`config.mk`:
```
export PLATFORM = sky130hd
export DESIGN_NAME = multicycle_control_unit
export DESIGN_NICKNAME = d
export VERILOG_FILES = /design/src/rtl/multicycle_control_unit.sv
export SDC_FILE = /design/constraint.sdc
export NUM_CORES = 1
export LEC_CHECK = 0
export BUFFER_PORTS_ARGS = -buffer_cell sky130_fd_sc_hd__buf_2
export CAP_MARGIN = 5
export CORE_AREA = 3 3 52 54
export CTS_CLUSTER_DIAMETER = 150
export DETAILED_ROUTE_END_ITERATION = 7
export DIE_AREA = 0 0 55 57
export GPL_TIMING_DRIVEN = 0
export PLACE_DENSITY = 0.76
export SYNTH_ARGS = -nofsm -noshare
export SYNTH_HDL_FRONTEND = slang
export SYNTH_SLANG_ARGS = --single-unit
```
`constraint.sdc`:
```
create_clock -name clk -period 1.5 [get_ports clk]
set_input_delay 0.225 -clock clk [delete_from_list [all_inputs] [get_ports clk]]
set_output_delay 0.225 -clock clk [all_outputs]
set_load 0.005 [all_outputs]
```
`src/rtl/multicycle_control_unit.sv`:
```
// Multi-cycle RV32I control FSM; INSTRET_COUNTER_EN adds the instret retired-instruction counter port.
// Latency with zero-wait acks: branch 3, ALU/LUI/AUIPC/JAL/JALR/store 4, load 5 cycles.
// Backpressure: im_req/dm_req held until ack; MEM_TIMEOUT unacked cycles (0 = never) trap with bus_error.
module multicycle_control_unit #(
    parameter int MEM_TIMEOUT = 16,
    parameter int CNT_W       = 32
) (
    input  logic             clk,
    input  logic             rst,
    input  logic [6:0]       opcode,
    input  logic [2:0]       funct3,
    input  logic [6:0]       funct7,
    input  logic             branch_taken,
    input  logic             im_ack,
    input  logic             dm_ack,
    output logic             im_req,
    output logic             ir_write,
    output logic             dm_req,
    output logic             dm_write,
    output logic [2:0]       dm_ctrl,
    output logic             ru_write,
    output logic [1:0]       ru_data_src,
    output logic [3:0]       alu_op,
    output logic [1:0]       alu_a_src,
    output logic             alu_b_src,
    output logic [2:0]       imm_src,
    output logic [4:0]       br_op,
    output logic             pc_write,
    output logic [1:0]       pc_src,
    output logic             illegal_instr,
    output logic             bus_error
`ifdef INSTRET_COUNTER_EN
    ,
    output logic [CNT_W-1:0] instret
`endif
);

    localparam logic [2:0] S_FETCH  = 3'd0;
    localparam logic [2:0] S_DECODE = 3'd1;
    localparam logic [2:0] S_EXEC   = 3'd2;
    localparam logic [2:0] S_MEM    = 3'd3;
    localparam logic [2:0] S_WB     = 3'd4;
    localparam logic [2:0] S_TRAP   = 3'd5;

    localparam logic [6:0] OP_R     = 7'b0110011;
    localparam logic [6:0] OP_IMM   = 7'b0010011;
    localparam logic [6:0] OP_LOAD  = 7'b0000011;
    localparam logic [6:0] OP_STORE = 7'b0100011;
    localparam logic [6:0] OP_AUIPC = 7'b0010111;
    localparam logic [6:0] OP_LUI   = 7'b0110111;
    localparam logic [6:0] OP_BR    = 7'b1100011;
    localparam logic [6:0] OP_JAL   = 7'b1101111;
    localparam logic [6:0] OP_JALR  = 7'b1100111;

    localparam int              WCNT_W     = (MEM_TIMEOUT > 1) ? $clog2(MEM_TIMEOUT) : 1;
    localparam logic [WCNT_W-1:0] WAIT_LAST = WCNT_W'(MEM_TIMEOUT - 1);
    localparam logic            TIMEOUT_EN = (MEM_TIMEOUT != 0);

    logic [2:0]        state, state_nx;
    logic [WCNT_W-1:0] wait_cnt, wait_nx;
    logic              illegal_q, bus_err_q;
    logic              legal, is_store, waiting, ack_now, timeout;
    logic [2:0]        imm_sel;
    logic              unused_funct7;

    assign unused_funct7 = ^{funct7[6], funct7[4:0]};
    assign is_store      = (opcode == OP_STORE);
    assign waiting       = (state == S_FETCH) || (state == S_MEM);
    assign ack_now       = (state == S_FETCH) ? im_ack : dm_ack;
    // An ack in the limit cycle wins over the timeout.
    assign timeout       = TIMEOUT_EN && waiting && !ack_now && (wait_cnt == WAIT_LAST);

    always_comb begin
        legal = 1'b0;
        case (opcode)
            OP_R, OP_IMM, OP_LOAD, OP_STORE, OP_AUIPC,
            OP_LUI, OP_BR, OP_JAL, OP_JALR: legal = 1'b1;
            default:                        legal = 1'b0;
        endcase
        case (opcode)
            OP_STORE:         imm_sel = 3'b001;
            OP_BR:            imm_sel = 3'b010;
            OP_JAL:           imm_sel = 3'b011;
            OP_LUI, OP_AUIPC: imm_sel = 3'b100;
            default:          imm_sel = 3'b000;
        endcase
    end

    always_comb begin
        state_nx = state;
        case (state)
            S_FETCH:  if (im_ack) state_nx = S_DECODE;
                      else if (timeout) state_nx = S_TRAP;
            S_DECODE: state_nx = legal ? S_EXEC : S_TRAP;
            S_EXEC:   if (opcode == OP_BR) state_nx = S_FETCH;
                      else if (opcode == OP_LOAD || is_store) state_nx = S_MEM;
                      else state_nx = S_WB;
            S_MEM:    if (dm_ack) state_nx = is_store ? S_FETCH : S_WB;
                      else if (timeout) state_nx = S_TRAP;
            S_WB:     state_nx = S_FETCH;
            default:  state_nx = S_TRAP;
        endcase
        wait_nx = (waiting && !ack_now && state_nx == state) ? wait_cnt + WCNT_W'(1) : '0;
    end

    always_comb begin
        im_req      = 1'b0;
        ir_write    = 1'b0;
        dm_req      = 1'b0;
        dm_write    = 1'b0;
        dm_ctrl     = 3'b000;
        ru_write    = 1'b0;
        ru_data_src = 2'b00;
        alu_op      = 4'b0000;
        alu_a_src   = 2'b00;
        alu_b_src   = 1'b0;
        imm_src     = 3'b000;
        br_op       = 5'b00000;
        pc_write    = 1'b0;
        pc_src      = 2'b00;
        if (!rst) begin
            case (state)
                S_FETCH: begin
                    im_req   = 1'b1;
                    ir_write = im_ack;
                end
                S_DECODE: imm_src = imm_sel;
                S_EXEC: begin
                    imm_src = imm_sel;
                    case (opcode)
                        OP_R:   alu_op = {funct7[5], funct3};
                        OP_IMM: begin
                            // Only shifts use funct7[5] (SRLI/SRAI); other immediates overlap it.
                            alu_op    = (funct3 == 3'b001 || funct3 == 3'b101) ?
                                        {funct7[5], funct3} : {1'b0, funct3};
                            alu_b_src = 1'b1;
                        end
                        OP_LOAD, OP_STORE, OP_JALR: alu_b_src = 1'b1;
                        OP_AUIPC: begin
                            alu_a_src = 2'b01;
                            alu_b_src = 1'b1;
                        end
                        OP_BR: begin
                            br_op    = {2'b01, funct3};
                            pc_write = 1'b1;
                            pc_src   = branch_taken ? 2'b01 : 2'b00;
                        end
                        default: ;
                    endcase
                end
                S_MEM: begin
                    dm_req   = 1'b1;
                    dm_ctrl  = funct3;
                    dm_write = is_store;
                    pc_write = dm_ack && is_store;
                end
                S_WB: begin
                    ru_write = 1'b1;
                    pc_write = 1'b1;
                    case (opcode)
                        OP_LOAD: ru_data_src = 2'b01;
                        OP_LUI:  ru_data_src = 2'b11;
                        OP_JAL: begin
                            ru_data_src = 2'b10;
                            pc_src      = 2'b01;
                            br_op       = 5'b10000;
                        end
                        OP_JALR: begin
                            ru_data_src = 2'b10;
                            pc_src      = 2'b10;
                            br_op       = 5'b10000;
                        end
                        default: ;
                    endcase
                end
                default: ;
            endcase
        end
    end

    assign illegal_instr = illegal_q & ~rst;
    assign bus_error     = bus_err_q & ~rst;

    always_ff @(posedge clk) begin
        if (rst) begin
            state     <= S_FETCH;
            wait_cnt  <= '0;
            illegal_q <= 1'b0;
            bus_err_q <= 1'b0;
        end else begin
            state    <= state_nx;
            wait_cnt <= wait_nx;
            if (state == S_DECODE && !legal) illegal_q <= 1'b1;
            if (timeout) bus_err_q <= 1'b1;
        end
    end

`ifdef INSTRET_COUNTER_EN
    logic [CNT_W-1:0] instret_q;

    always_ff @(posedge clk) begin
        if (rst) instret_q <= '0;
        else if (pc_write && state != S_TRAP) instret_q <= instret_q + CNT_W'(1);
    end

    assign instret = rst ? '0 : instret_q;
`else
    localparam int unused_cnt_w = CNT_W;
`endif

endmodule

```
# After elaboration in Yosys (flattened, before gate mapping)

Index checks and enable logic that the tools add are counted.

Add/sub/neg operators: 1
Equality and inequality tests: 17
Multiplexer cells: 50
Bitwise operators: 4
Reduce and logical (&&, ||, !) cells: 17

Operators by type and width:

| operator            | count |
|---|---|
| $mux 3              | 11 |
| $mux 1              | 22 |
| $eq 7x6->1 const B  | 3 |
| $eq 7x7->1 const B  | 3 |
| $mux 4              | 4 |
| $pmux 3 s5          | 1 |
| $eq 7x5->1 const B  | 2 |
| $pmux 3 s4          | 1 |
| $mux 5              | 2 |
| $pmux 5 s2          | 1 |
| $reduce_or 9->1     | 1 |
| $pmux 2 s2          | 2 |
| $pmux 4 s2          | 1 |
| $reduce_or 2->1     | 4 |
| $eq 7x2->1 const B  | 1 |
| $eq 3x1->1 const B  | 2 |
| $eq 3x2->1 const B  | 2 |
| $eq 3x3->1 const B  | 2 |
| $mux 2              | 3 |
| $pmux 2 s3          | 1 |
| $logic_and 1x1->1   | 5 |
| $reduce_or 5->1     | 1 |
| $add 4x1->4 const B | 1 |
| $eq 4x4->1 const B  | 1 |
| 7 further kinds     | 12 |

Bits in registers: 9
Input bits: 22
Output and inout bits: 30
Word-level logic and storage cells: 93

# Longest topological paths before layout

Depth in word-level cells: 12
Depth in mapped cells: 5
Depth with buffers taken out: 5

# Least setup slack after synthesis

No wires, ideal clock.

Kind: reg2out
Start: register state[2]
End: output port br_op[0]
Data arrival time: 1214 ps
Required time: 1275 ps
Path slack: 61 ps
Cell stages (with the launch flop): 6
Buffers on the path: 1
Path through: dfxtp_1 buf_6 nor4b_2 nand2_1 nor2_1 and2_1

Longest elaborated chain between the ends: 3
Elaborated cells on any way between the ends: 4
Those cells by class: eq/ne: 2; mux: 2

RTL lines:

| what                                            | RTL line | text |
|---|---|---|
| start, declared                                 | 59       | `logic [2:0] state, state_nx;` |
| start signal, assigned                          | 191      | `state <= state_nx;` |
| $eq 3x3->1 / $eq 3x2->1 (equally long branches) | 122      | `case (state)` |
| $pmux 5 s2 (*)                                  | 122      |  |
| $mux 5 (*)                                      | 121      | `if (!rst) begin` |
| end, declared                                   | 27       | `output logic [4:0] br_op,` |

Every way passes the cells marked *; elsewhere a longest branch is shown, timed or not.

# Worst setup path after layout

Start: register state[2]
End: output port pc_write

Longest elaborated chain between the ends: 3
Elaborated cells on any way between the ends: 5
Those cells by class: eq/ne: 3; mux: 2

RTL lines:

| what                                            | RTL line | text |
|---|---|---|
| $eq 3x3->1 / $eq 3x2->1 (equally long branches) | 122      |  |
| $pmux 1 s3 (*)                                  | 122      |  |
| $mux 1 (*)                                      | 121      |  |
| end, declared                                   | 28       | `output logic pc_write,` |

Marks and branches as above.

==> impl_results.md <==
- Switching pwr: 297 µW
- Avg WL per Cell: 15.7 µm
- FILL cells: 197
- Initial antenna violation count: 0
- Largest cells by area after synthesis: dfxtp_1, and2_1, nor2_1
- Total power after layout: 775 µW
- Diode count: 0
- Mean Syn Cell Area: 6.98 µm²
- Seq. cell area: 189 µm²
- Setup crit start kind: flop
- I/O pin count: 52
- Via count: 1229
- Drt drc: 0
- Clock Root Buffer: clkbuf_4
- Rows: 17
- GR Overflow Total: 0
- Most numerous cell in the Yosys netlist: nor2_1
- Async set or reset register ratio after synthesis: 0%
- Post-route ant nets: 0
- CP peak stage delay: 360 ps
- Post-Syn Area: 936 µm²
- Multi-input gate area: 830 µm²
- Total iterations of the first detailed-routing run: 5
- Count of input and output buffers: 43
- Crit end category: primary output
- Final min period: 1770 ps
- Pwr per Cell Area: 542 nW/µm²
- H-tree levels: 1
- Cell Chain, Critical Path: nor4b_4 > a31oi_1 > o22a_1 > nor2_1 > buf_2
- Final instance area: 1430 µm²
- Net count, final: 210
- CTS Buffer Depth: 2
- Gp weighted congestion: 0.901
- Post-synthesis cell type count: 45
- Clk_skew: 6.64 ps
- Final worst setup slack: -270 ps
- Vias in the first global route: 1109
- Outcome: finished, violations left
- Worst Path Buf+Inv: 1
- Part of the power in registers: 36.3%
- Power share of the clock group: 25.8%
- Slowest cell on the critical path: dfxtp_2
- Setup TNS: -3220 ps
- First-pass GRT wire length: 4780 µm
- Largest net degree at the start of global routing: 11
- HP Class: in2reg
- WL final: 3360 µm
- Setup WS pre-CTS: -125 ps
- Layout area overhead: 52.7%
- Die Area: 3140 µm²
- P_int: 478 µW
- Hold path startpoint: dm_ack
- Worst r2r src: state[2]
- Post-synth top cells: nor2_1, and2_1, nand2_1, dfxtp_1
- CP Class: reg2out
- Main synth FF type: dfxtp_1
- Non-Filler Instances: 214
- Slew Viols, Final: 0
- Net Count, Synth: 157
- Starting Density: 41.5%
- Share of post-route cells with drive strength above 1: 50.0%
- Worst r2r path cells: 5
- TritonCTS clock tree: yes
- Die height: 57 µm
- Switching Share: 38.3%
- Cell taking the most area after synthesis: dfxtp_1
- VDD IR max: 0.580 mV
- #FFs+latches synth: 9
- Hold buffers post-CTS: 0
- Sequential area share after synthesis: 19.3%
- CTS buffer count: 3
- Final setup fails: 24
- Failing checks: setup timing
- Post-synth EDFFs: 0
- Core footprint: 2250 µm²
- Final period utilization: 118%
- Worst skew pair latency: 270 ps
- Post-synth top area share: 19.3%
- GRT Total Usage: 19.9%
- DP Cell Count: 205
- Placed wire-length estimate: 2190 µm
- RSZ-0062 raised after global routing: true
- Hold depth: 4
- Post-Synthesis Cells: 134
- Fmax: 565 MHz
- DR vias/cell: 5.74
- Leakage power: 0.636 nW
- Delay-heaviest family, CP: simple AND/OR/NAND/NOR gates
- Hold Vio Cnt, Final: 0
- Clock-pin slew on the worst setup and hold paths: 70 ps
- Die W: 55 µm
- CP Data Required Time: 1270 ps
- Crit path DAT: 1540 ps
- Critical path startpoint: state[2]
- YS warnings: 0
- Sink Count: 9
- Critical Path Fanout Max: 5
- Comb power frac: 37.9%
- Initial drt markers: 50
- Dpl cell area: 1190 µm²
- # Max-Cap Violations: 0
- Critical Path Stages: 5
## logic make-up (layout without fill, tap and decap cells)
family / count (synthesis) / after routing / share of synthesized area (%)
xor+xnor: 2 / 2 / 1.87
flops: 9 / 9 / 19.3
simple gates: 76 / 76 / 44.3
compound gates: 30 / 30 / 25.0
other cells: 1 / 1 / 0.401
fa+ha+maj: 1 / 1 / 1.34
buf+inv: 15 / 67 / 7.89
## routing by layer
layer  track usage (%)  share of wire, %  up-vias
met5                 0                 0        -
met4              8.68               1.6        0
met3              4.44               5.9        6
met2              32.1                53       56
met1              24.7                40      582
li1                  -                 -      585
## placed cells by master, fill, tap and decap left out, types with 2 or more instances in the layout
master,instances
nor3_1,3
a31oi_1,4
buf_2,42
nand3b_1,2
clkbuf_1,2
a21oi_1,3
nor3_2,3
nor2_4,2
and3_1,3
nand4_1,2
nand2_2,5
clkbuf_4,3
buf_6,2
xor2_1,2
dfxtp_1,6
o21ai_0,5
o211ai_1,2
inv_1,5
nor2_1,14
buf_4,12
nor2b_2,2
nor2b_1,4
dfxtp_4,2
nand3_1,4
nor2_2,2
and2_1,11
nand2_1,6
and3b_1,2
## sequential cells by signal (all words and copies together), names as in the netlist
name,flops
wait_cnt,4
state,3
bus_err_q,1
illegal_q,1
## tightest hold or removal path, delay by kind of cell
family	cells	cell delay, ps
AOI/OAI and AO/OA	1	50
and+or+nand+nor	2	200
buffers and inverters	1	140
## per-stage QoR
step	utilization (%)	hold WS, ps
6_report	63.4	391
4_1_cts	60.3	353
3_5_place_dp	52.6	441
2_1_floorplan	-	418
5_1_grt	63.4	395
3_3_place_gp	52.6	428
## power groups by stage
stage / Clock [mW] / Combinational, mW / Sequential (mW)
global placement: 0 / 0.226 / 0.265
floorplan: 0 / 0.157 / 0.264
finish: 0.200 / 0.294 / 0.281
global route: 0.224 / 0.317 / 0.283
CTS: 0.198 / 0.268 / 0.270
detailed placement: 0 / 0.233 / 0.266
## what timing repair did
action,in CTS,in global routing
resized for setup,35,16
pin swaps,15,12
buffers inserted,4,4
setup endpoints to repair,26,29
gates cloned,0,0
## worst paths after layout
path / slack, ps / endpoint
worst min register to register: 450 / wait_cnt[0]
worst max register to register: 20 / state[2]
worst max-delay path: -270 / pc_write
worst min-delay path: 390 / state[0]
## area by class of cell
class,count,area share [%]
Buffer,6,3.42
Clock buffer,4,1.84
Timing Repair Buffer,51,19.4
Tap cell,28,2.45
Sequential cell,9,13.2
Inverter,6,1.58
Multi-Input combinational cell,110,58.1
Note: power is estimated with default switching activity, not from simulation.
